==> src/rtl/mcp3202_spi_responder.sv <==
// MCP3202 ADC emulator: SPI slave that decodes start/SGL/ODD/MSBF and returns a 12-bit sample.
// Define MCP3202_RESP_TIMING_CHECK_EN to build the cs/sck timing checker behind timing_err.
`timescale 1ns/1ps
module mcp3202_spi_responder #(
  parameter int SYNC_STAGES      = 2,
  parameter int TCSH_MIN_CYC     = 50,
  parameter int SCK_HALF_MIN_CYC = 55
) (
  input  logic        clk,
  input  logic        rst_n,
  input  logic        cs,
  input  logic        sck,
  input  logic        mosi,
  output logic        miso,
  output logic        miso_oe,
  input  logic [11:0] sample_ch0,
  input  logic [11:0] sample_ch1,
  output logic        cfg_sgl,
  output logic        cfg_odd,
  output logic        cfg_msbf,
  output logic        xfer_done,
  output logic        xfer_abort,
  output logic        timing_err
);

  typedef enum logic [3:0] {
    S_IDLE, S_WAIT_START, S_GET_SGL, S_GET_ODD, S_GET_MSBF,
    S_NULL, S_MSB_OUT, S_LSB_OUT, S_ZERO_OUT
  } state_t;

  // cs syncs to 1 so a reset never looks like a frame start
  logic [SYNC_STAGES-1:0] cs_sync_q, sck_sync_q, mosi_sync_q;
  logic                   sck_prev_q;

  always_ff @(posedge clk or negedge rst_n) begin
    if (!rst_n) begin
      cs_sync_q   <= '1;
      sck_sync_q  <= '0;
      mosi_sync_q <= '0;
      sck_prev_q  <= 1'b0;
    end else begin
      cs_sync_q   <= {cs_sync_q[SYNC_STAGES-2:0], cs};
      sck_sync_q  <= {sck_sync_q[SYNC_STAGES-2:0], sck};
      mosi_sync_q <= {mosi_sync_q[SYNC_STAGES-2:0], mosi};
      sck_prev_q  <= sck_sync_q[SYNC_STAGES-1];
    end
  end

  logic cs_s, sck_s, mosi_s, sck_rise, sck_fall;
  assign cs_s     = cs_sync_q[SYNC_STAGES-1];
  assign sck_s    = sck_sync_q[SYNC_STAGES-1];
  assign mosi_s   = mosi_sync_q[SYNC_STAGES-1];
  assign sck_rise = sck_s & ~sck_prev_q;
  assign sck_fall = ~sck_s & sck_prev_q;

  state_t      state_q, state_d;
  logic [3:0]  bit_cnt_q, bit_cnt_d;
  logic [11:0] shift_q, shift_d;
  logic        miso_q, miso_d, miso_oe_q, miso_oe_d;
  logic        sgl_q, sgl_d, odd_q, odd_d, msbf_q, msbf_d;
  logic        done_q, done_d, abort_q, abort_d;

  always_ff @(posedge clk or negedge rst_n) begin
    if (!rst_n) begin
      state_q   <= S_IDLE;
      bit_cnt_q <= '0;
      shift_q   <= '0;
      miso_q    <= 1'b0;
      miso_oe_q <= 1'b0;
      sgl_q     <= 1'b0;
      odd_q     <= 1'b0;
      msbf_q    <= 1'b0;
      done_q    <= 1'b0;
      abort_q   <= 1'b0;
    end else begin
      state_q   <= state_d;
      bit_cnt_q <= bit_cnt_d;
      shift_q   <= shift_d;
      miso_q    <= miso_d;
      miso_oe_q <= miso_oe_d;
      sgl_q     <= sgl_d;
      odd_q     <= odd_d;
      msbf_q    <= msbf_d;
      done_q    <= done_d;
      abort_q   <= abort_d;
    end
  end

  always_comb begin
    state_d   = state_q;
    bit_cnt_d = bit_cnt_q;
    shift_d   = shift_q;
    miso_d    = miso_q;
    miso_oe_d = miso_oe_q;
    sgl_d     = sgl_q;
    odd_d     = odd_q;
    msbf_d    = msbf_q;
    done_d    = 1'b0;
    abort_d   = 1'b0;
    // cs release outranks any sck edge seen on the same clk
    if (state_q != S_IDLE && cs_s) begin
      state_d   = S_IDLE;
      miso_d    = 1'b0;
      miso_oe_d = 1'b0;
      if (state_q == S_LSB_OUT || state_q == S_ZERO_OUT) done_d = 1'b1;
      else                                               abort_d = 1'b1;
    end else begin
      case (state_q)
        S_IDLE: begin
          miso_d    = 1'b0;
          miso_oe_d = 1'b0;
          if (!cs_s) state_d = S_WAIT_START;
        end
        S_WAIT_START: if (sck_rise && mosi_s) state_d = S_GET_SGL;
        S_GET_SGL: if (sck_rise) begin
          sgl_d   = mosi_s;
          state_d = S_GET_ODD;
        end
        S_GET_ODD: if (sck_rise) begin
          odd_d   = mosi_s;
          state_d = S_GET_MSBF;
        end
        S_GET_MSBF: if (sck_rise) begin
          msbf_d  = mosi_s;
          shift_d = odd_q ? sample_ch1 : sample_ch0;
          state_d = S_NULL;
        end
        S_NULL: if (sck_fall) begin
          miso_oe_d = 1'b1;
          miso_d    = 1'b0;
          bit_cnt_d = 4'd11;
          state_d   = S_MSB_OUT;
        end
        S_MSB_OUT: if (sck_fall) begin
          miso_d = shift_q[bit_cnt_q];
          if (bit_cnt_q == 4'd0) begin
            if (msbf_q) begin
              state_d = S_ZERO_OUT;
            end else begin
              bit_cnt_d = 4'd1;
              state_d   = S_LSB_OUT;
            end
          end else begin
            bit_cnt_d = bit_cnt_q - 4'd1;
          end
        end
        S_LSB_OUT: if (sck_fall) begin
          miso_d = shift_q[bit_cnt_q];
          if (bit_cnt_q == 4'd11) state_d = S_ZERO_OUT;
          else                    bit_cnt_d = bit_cnt_q + 4'd1;
        end
        S_ZERO_OUT: if (sck_fall) miso_d = 1'b0;
        default: state_d = S_IDLE;
      endcase
    end
  end

  assign miso       = miso_q;
  assign miso_oe    = miso_oe_q;
  assign cfg_sgl    = sgl_q;
  assign cfg_odd    = odd_q;
  assign cfg_msbf   = msbf_q;
  assign xfer_done  = done_q;
  assign xfer_abort = abort_q;

`ifdef MCP3202_RESP_TIMING_CHECK_EN
  localparam int TSUCS_CYC = 10;
  localparam int CNT_MAX0  = (TCSH_MIN_CYC > SCK_HALF_MIN_CYC) ? TCSH_MIN_CYC : SCK_HALF_MIN_CYC;
  localparam int CNT_MAX   = (CNT_MAX0 > TSUCS_CYC) ? CNT_MAX0 : TSUCS_CYC;
  localparam int CNT_W     = $clog2(CNT_MAX + 1);

  logic             cs_prev_q, first_frame_q, seen_rise_q, terr_q;
  logic [CNT_W-1:0] tcsh_cnt_q, phase_cnt_q;
  logic             cs_fall;
  assign cs_fall = cs_prev_q & ~cs_s;

  // Counters hold the number of clks since the last boundary, so a phase of N clks reads N
  always_ff @(posedge clk or negedge rst_n) begin
    if (!rst_n) begin
      cs_prev_q     <= 1'b1;
      first_frame_q <= 1'b1;
      seen_rise_q   <= 1'b0;
      terr_q        <= 1'b0;
      tcsh_cnt_q    <= '0;
      phase_cnt_q   <= '0;
    end else begin
      cs_prev_q <= cs_s;
      if (cs_s) begin
        if (tcsh_cnt_q != '1) tcsh_cnt_q <= tcsh_cnt_q + 1'b1;
        seen_rise_q <= 1'b0;
      end else if (cs_fall) begin
        if (!first_frame_q && tcsh_cnt_q < CNT_W'(TCSH_MIN_CYC)) terr_q <= 1'b1;
        first_frame_q <= 1'b0;
        tcsh_cnt_q    <= '0;
        phase_cnt_q   <= CNT_W'(1);
      end else if (sck_rise || sck_fall) begin
        if (sck_rise && !seen_rise_q) begin
          if (phase_cnt_q < CNT_W'(TSUCS_CYC)) terr_q <= 1'b1;
        end else if (seen_rise_q && phase_cnt_q < CNT_W'(SCK_HALF_MIN_CYC)) begin
          terr_q <= 1'b1;
        end
        seen_rise_q <= seen_rise_q | sck_rise;
        phase_cnt_q <= CNT_W'(1);
      end else if (phase_cnt_q != '1) begin
        phase_cnt_q <= phase_cnt_q + 1'b1;
      end
    end
  end

  assign timing_err = terr_q;
`else
  logic unused_timing_params;
  assign unused_timing_params = ^{32'(TCSH_MIN_CYC), 32'(SCK_HALF_MIN_CYC)};
  assign timing_err = 1'b0;
`endif

endmodule

==> config.mk <==
export PLATFORM = sky130hd
export DESIGN_NAME = mcp3202_spi_responder
export DESIGN_NICKNAME = d
export VERILOG_FILES = /design/src/rtl/mcp3202_spi_responder.sv
export SDC_FILE = /design/constraint.sdc
export NUM_CORES = 1
export LEC_CHECK = 0
export ABC_CLOCK_PERIOD_IN_PS = 7700
export CAP_MARGIN = 20
export CORE_ASPECT_RATIO = 1.2
export CORE_MARGIN = 2
export CORE_UTILIZATION = 41
export DETAILED_ROUTE_END_ITERATION = 8
export PLACE_DENSITY = 0.66
export SYNTH_ARGS = -nofsm -noshare
export SYNTH_HDL_FRONTEND = slang
export SYNTH_SLANG_ARGS = --single-unit
==> constraint.sdc <==
create_clock -name clk -period 7.7 [get_ports clk]
set_input_delay 1.155 -clock clk [delete_from_list [all_inputs] [get_ports clk]]
set_output_delay 1.155 -clock clk [all_outputs]
set_load 0.01 [all_outputs]
==> flow_summary.yaml, run 1 <==
status:
  status: "finished clean"
synthesis:
  synth_async_sr_flop_share: 1.000
  seq_area_frac_synth: 0.4611
  synth_cell_types: 43
  synth_edf_count: 0
  synth_seq_cells: 34
  synth_nets: 219
  synth_cells: 188
  syn_area_per_cell_um2: 9.843
  synth_flop_cell: "dfrtp_1"
  synthesis.area_mm2: 0.001851
  ys_warn_count: 0
sta:
  worst_slew_pin_slew_ns: 0.8004
  maxSlewViolCount: 0
  maxClockFrequency_ghz: 0.3470
  fin_setup_tns_ns: 0
  min_period_over_period: 0.3742
  rsz0062_at_grt: "false"
  setup_viol: 0
  period_minus_slack_ns: 2.881
  hold_viol: 0
  slew_headroom: 0.4649
  skew_ns: 0.007377
power:
  seq_power_share: 0.439
  leakagePower_nw: 0.9545
  ir_drop_v: 0.0001303
  p_comb_frac: 0.301
  intPower_w: 0.0004206
  powerDensity_mw_per_mm2: 273.3
  p_clk_frac: 0.260
  switchingPower_w: 0.0002154
  power.share.switching: 0.3386
finish:
  fillers: 395
  finish.utilization: 0.5420
  nNetsFinal: 247
  diodes: 0
  syn2layout_area_growth_pct: 25.76
  drive_gt1_frac: 0.08756
setup_path:
  crit_arrival_ns: 1.73
  cp_cell_sequence: "clkdlybuf4s50_1"
  critical_path.max_stage_delay_ns: 0.77
  setup.worst_path.end_class: "output port"
  cp.buffers_inverters: 1
  crit_family: "flip-flops"
  startpoint_type: "flip-flop"
  cp.required_ns: 6.55
  path_class: "flip-flop to output port"
  path_max_fanout: 14
  cp_slowest_cell: "dfrtp_1"
route:
  wl_per_cell_um: 14.03
  vias: 1521
  ant_nets: 0
  drc: 0
  wl_um: 3829
  routed_via_density: 5.571
  drt-initial-drc-count: 117
  drt-pass1-iter-count: 4
global_route:
  gr-total-overflow: 0
  grt_pass1_vias: 1407
  grt_use_total: 0.1638
  grt_pass1_wl_um: 6479
  grt_max_degree: 32
  grt_antenna_before_repair: 0
floorplanning:
  num_rows: 26
  core_area_mm2: 0.004294
  ios: 37
  die-area_mm2: 0.005069
  start_util: 0.4309
  die_w_um: 65.33
  die_h_um: 77.60
cts:
  cts_sinks: 34
  clockRootBuffer: "clkbuf_8"
  cts-buffers-inserted: 5
  cts_hold_buffers: 0
  clk_pin_slew_ns: 0.08
  clock_path_buffers: 2
  clock_latency_ns: 0.29
  post_cts_buffers: 0
  cts_tree: "yes"
  h-tree-depth: 2
  cts.repair.resized: 0
flow_run:
  maxCapViolations: 0
placed_design:
  portBuffers: 35
  gp_congestion: 0.9226
  dpl.hpwl_um: 2729
hold_path:
  hp-class: "flip-flop to flip-flop"
## flip-flops by register name (all words and copies together), names as in the netlist, 2 cells and up
register and count:
mosi_sync_q 2, state_q 4, bit_cnt_q 4, sck_sync_q 2, cs_sync_q 2, shift_q 12
## placed cells by master, fill, tap and decap left out, drive strengths merged, types with 4 or more instances in the layout
master,netlist,final
clkdlybuf4s50,0,35
a21oi,7,7
inv,4,4
nand2b,4,4
clkbuf,10,5
dfrtp,32,32
nor2,13,13
nor3,4,4
o21ai,17,17
nand2,19,19
mux2,7,7
nor2b,5,5
mux2i,17,17
or3,4,4
nand3,5,5
## power by group through the flow
stage	clock, W	combinational [W]	sequential, W
after floorplan	0	0.000161	0.000241
after global placement	0	0.000185	0.000279
after detailed placement	0	0.000190	0.000282
after CTS	0.000170	0.000192	0.000279
after global routing	0.000177	0.000212	0.000288
final	0.000165	0.000192	0.000279
## cell families (layout without fill, tap and decap cells)
| family | count (synthesis) | count (layout) | synth area share |
|---|---|---|---|
| AO/OA/AOI/OAI | 40 | 40 | 0.1359 |
| adder cells (fa/ha/maj) | 2 | 2 | 0.01352 |
| buffers and inverters | 19 | 48 | 0.04327 |
| flip-flops | 34 | 34 | 0.4611 |
| multiplexers | 26 | 26 | 0.1589 |
| other | 1 | 1 | 0.002026 |
| AND/OR/NAND/NOR | 66 | 66 | 0.1853 |
## worst reg2reg max path: cells and delay by family, from the launching register on
kind,cells,cell delay [ns]
adders and majority gates,1,0.28
buffers and inverters,1,0.14
DFF,1,0.53
and+or+nand+nor,3,1.04
AOI/OAI and AO/OA,2,0.53
## final cells by class
cell class,instances,area [um2],area share
clock buffers,5,68.82,0.02957
clock inverters,3,45.04,0.01935
inverters,4,15.01,0.006452
multi-input cells,135,917.1,0.3941
flip-flops and latches,34,853.3,0.3667
well taps,56,70.07,0.03011
repair buffers,36,357.8,0.1538
## final timing paths
kind | from | end | slack, ns | depth (start not counted)
setup / recovery | cfg_odd$_DFFE_PN0P_ | cfg_odd | 4.82 | 1
hold / removal | sck_sync_q[0]$_DFF_PN0_ | sck_sync_q[1]$_DFF_PN0_ | 0.35 | 0
setup reg to reg | bit_cnt_q[0]$_DFFE_PN0P_ | bit_cnt_q[1]$_DFFE_PN0P_ | 5.06 | 7
hold reg to reg | sck_sync_q[0]$_DFF_PN0_ | sck_sync_q[1]$_DFF_PN0_ | 0.35 | 0
min in group asynchronous | rst_n | mosi_sync_q[0]$_DFF_PN0_ | 1.05 | 1
max in group asynchronous | rst_n | cs_sync_q[1]$_DFF_PN1_ | 6.01 | 2
## Yosys cell counts, types with 2 or more instances
cell type	count	area share
clkbuf_1	10	0.020
nor4_1	2	0.0068
inv_1	4	0.0081
o21ai_0	17	0.046
nor2b_1	5	0.017
mux2_2	5	0.030
mux2i_1	17	0.092
ha_1	2	0.014
a21oi_1	7	0.019
mux4_2	2	0.024
or3_1	4	0.014
buf_2	4	0.011
a211oi_1	2	0.0081
nand2_1	19	0.039
dfrtp_1	32	0.43
nor3_1	4	0.011
nand2b_1	4	0.014
and3_1	2	0.0068
a2111oi_1	2	0.011
o22ai_1	2	0.0068
mux2_1	2	0.012
a21boi_0	2	0.0081
dfstp_2	2	0.028
nand3_1	5	0.014
nor2_1	13	0.026
## routing by layer
layer	track usage	routed length [um]
met5	0	0
met4	0.07917	78
met3	0.03623	178
met2	0.2510	1898
met1	0.2180	1675
## per-stage QoR
| stage | cells | cell area [um2] | hold slack (ns) | worst slack, ns | total power (W) |
|---|---|---|---|---|---|
| 2_1_floorplan | 188 | 1851 | 0.3312 | 5.234 | 0.0004018 |
| 3_3_place_gp | 265 | 2213 | 0.3315 | 5.143 | 0.0004635 |
| 3_5_place_dp | 265 | 2213 | 0.3356 | 5.058 | 0.0004726 |
| 4_1_cts | 273 | 2327 | 0.3531 | 4.790 | 0.0006404 |
| 5_1_grt | 273 | 2327 | 0.3640 | 4.710 | 0.0006767 |
| 6_report | 273 | 2327 | 0.3471 | 4.819 | 0.0006360 |
(Power assumes the default switching activity.)
==> inputs of run 2 (changes only) <==
- ABC_CLOCK_PERIOD_IN_PS: 7700 -> 2600
- PLACE_DENSITY: 0.66 -> 0.68
- clock period: 7.7 -> 2.6 ns (I/O delays scaled with it)
==> run 2 against run 1 <==
- register-to-register slack got worse by 4.9 ns
- sequential share of layout area down 0.62 points
- final area rose by 1.7%
- global-route usage about the same
- sequential power grew to 2.6 times the previous value
- critical path depth increased by 6
- worst setup slack got worse by 4.6 ns
- via count decreased by 4.1%
- final cell count rose by 2.6%
- total power increased to 2.9 times the previous value
==> flow_summary.yaml, run 2 (synthesized netlist as in run 1, its figures left out) <==
power:
  leakagePower_nw: 0.9885
  powerDensity_mw_per_mm2: 771.6
  ir_drop_v: 0.0004486
route:
  wl_per_cell_um: 13.15
  routed_via_density: 5.207
  vias: 1458
  drc: 0
  drt-pass1-iter-count: 4
  wl_um: 3683
  ant_nets: 0
  drt-initial-drc-count: 57
sta:
  rsz0062_at_grt: "false"
  setup_viol: 0
  skew_ns: 0.005501
  period_minus_slack_ns: 2.405
  fin_setup_tns_ns: 0
  worst_slew_pin_slew_ns: 0.5213
  hold_viol: 0
  maxSlewViolCount: 0
  maxClockFrequency_ghz: 0.4158
  min_period_over_period: 0.9250
  slew_headroom: 0.6477
setup_path:
  cp.required_ns: 2.76
  crit_family: "simple AND/OR/NAND/NOR gates"
  cp_cell_sequence: "inv_1, ha_1, nor3b_2, and3_1, or4_1, a2111oi_2, a21oi_1"
  cp_slowest_cell: "or4_1"
  critical_path.max_stage_delay_ns: 0.67
  setup.worst_path.end_class: "flip-flop"
  crit_arrival_ns: 2.56
  cp.buffers_inverters: 1
  path_class: "flip-flop to flip-flop"
  path_max_fanout: 7
  startpoint_type: "flip-flop"
floorplanning:
  start_util: 0.4309
  die-area_mm2: 0.005069
  core_area_mm2: 0.004294
  ios: 37
  num_rows: 26
  die_h_um: 77.60
  die_w_um: 65.33
finish:
  syn2layout_area_growth_pct: 27.92
  drive_gt1_frac: 0.1205
  largest_reg_flops: 12
  stdcell_count: 280
  top_regs: "shift_q: 12 flops, bit_cnt_q: 4 flops, state_q: 4 flops"
  mostFrequentLayoutCell: "clkdlybuf4s50_1"
  nNetsFinal: 254
  top_register: "shift_q"
  fillers: 414
  diodes: 0
  mostFrequentLayoutCells: "35 x clkdlybuf4s50_1, 32 x dfrtp_1, 19 x nand2_1"
placed_design:
  dpl.hpwl_um: 2625
  gp_congestion: 0.8041
  dp_cells: 272
  portBuffers: 35
cts:
  clockRootBuffer: "clkbuf_8"
  post_cts_buffers: 0
  cts_tree: "yes"
  clk_pin_slew_ns: 0.07
  cts-buffers-inserted: 5
  h-tree-depth: 2
  clock_path_buffers: 2
  cts_hold_buffers: 0
  cts_sinks: 34
  clock_latency_ns: 0.28
global_route:
  grt_max_degree: 35
  grt_antenna_before_repair: 0
  grt_pass1_vias: 1454
  grt_pass1_wl_um: 6472
  grt_use_total: 0.1639
  gr-total-overflow: 0
status:
  status: "finished clean"
flow_run:
  maxCapViolations: 0
hold_path:
  hp-class: "flip-flop to flip-flop"
-- run 2: cell types whose count changed in the layout (fill, tap and decap cells not counted) --
cell,previous run,this run
clkinv_2,0,1
clkbuf_1,0,1
clkinvlp_4,2,0
a2111oi_1,2,0
a2111oi_2,0,2
buf_4,1,8
bufinv_16,1,0
clkbuf_8,5,6
-- run 2: cell type report --
| cell class | instances | area, um2 | area share |
|---|---|---|---|
| Clock buffer | 7 | 86.33 | 0.03647 |
| Clock inverter | 1 | 5.005 | 0.002114 |
| Inverter | 4 | 15.01 | 0.006342 |
| Multi-Input combinational cell | 135 | 927.1 | 0.3916 |
| Sequential cell | 34 | 853.3 | 0.3605 |
| Tap cell | 56 | 70.07 | 0.02960 |
| Timing Repair Buffer | 43 | 410.4 | 0.1734 |
-- run 2: worst paths after layout --
check	start	to	slack [ns]	cells after the start
max	bit_cnt_q[1]$_DFFE_PN0P_	bit_cnt_q[0]$_DFFE_PN0P_	0.20	7
min	mosi_sync_q[0]$_DFF_PN0_	mosi_sync_q[1]$_DFF_PN0_	0.35	0
max reg2reg	bit_cnt_q[1]$_DFFE_PN0P_	bit_cnt_q[0]$_DFFE_PN0P_	0.20	7
min reg2reg	mosi_sync_q[0]$_DFF_PN0_	mosi_sync_q[1]$_DFF_PN0_	0.35	0
max in group asynchronous	rst_n	cs_sync_q[0]$_DFF_PN1_	1.76	2
min in group asynchronous	rst_n	state_q[0]$_DFFE_PN0P_	0.51	2
-- run 2: layer usage --
| metal | share of wire | wire length, um | vias to the layer above | global-route usage |
|---|---|---|---|---|
| li1 | - | - | 741 | - |
| met1 | 0.46 | 1681 | 672 | 0.2135 |
| met2 | 0.49 | 1802 | 40 | 0.2592 |
| met3 | 0.036 | 134 | 5 | 0.03333 |
| met4 | 0.017 | 64 | 0 | 0.07708 |
| met5 | 0 | 0 | - | 0 |
-- run 2: worst register-to-register path, stage by stage, from the launching register on --
cell and delay (ns):
dfrtp_1 0.42, inv_1 0.11, ha_1 0.23, nor3b_2 0.19
and3_1 0.19, or4_1 0.67, a2111oi_2 0.39, a21oi_1 0.07
-- run 2: stage by stage --
stage                     hold WS, ns  power [W]  worst slack (ns)  area, um2  utilization
after floorplan               0.09441   0.001190            0.1343       1851            -
after global placement         0.3322   0.001423            0.2526       2266       0.5277
after detailed placement       0.3410   0.001430            0.1977       2266       0.5277
after CTS                      0.3563   0.001837            0.1878       2357       0.5490
after global routing           0.3634   0.001959           0.02009       2367       0.5513
final                          0.3524   0.001827            0.1950       2367       0.5513
-- run 2: repair_timing --
item	CTS	global route
endpoints found under the hold margin	0	0
endpoints found under the setup margin	0	2
resized for setup	0	2
-- run 2: where the power goes --
part	leakage, nW	internal, W	switching [W]
logic	0.548	0.000357	0.000352
registers	0.392	0.000636	0.0000859
clock network	0.0482	0.000213	0.000182
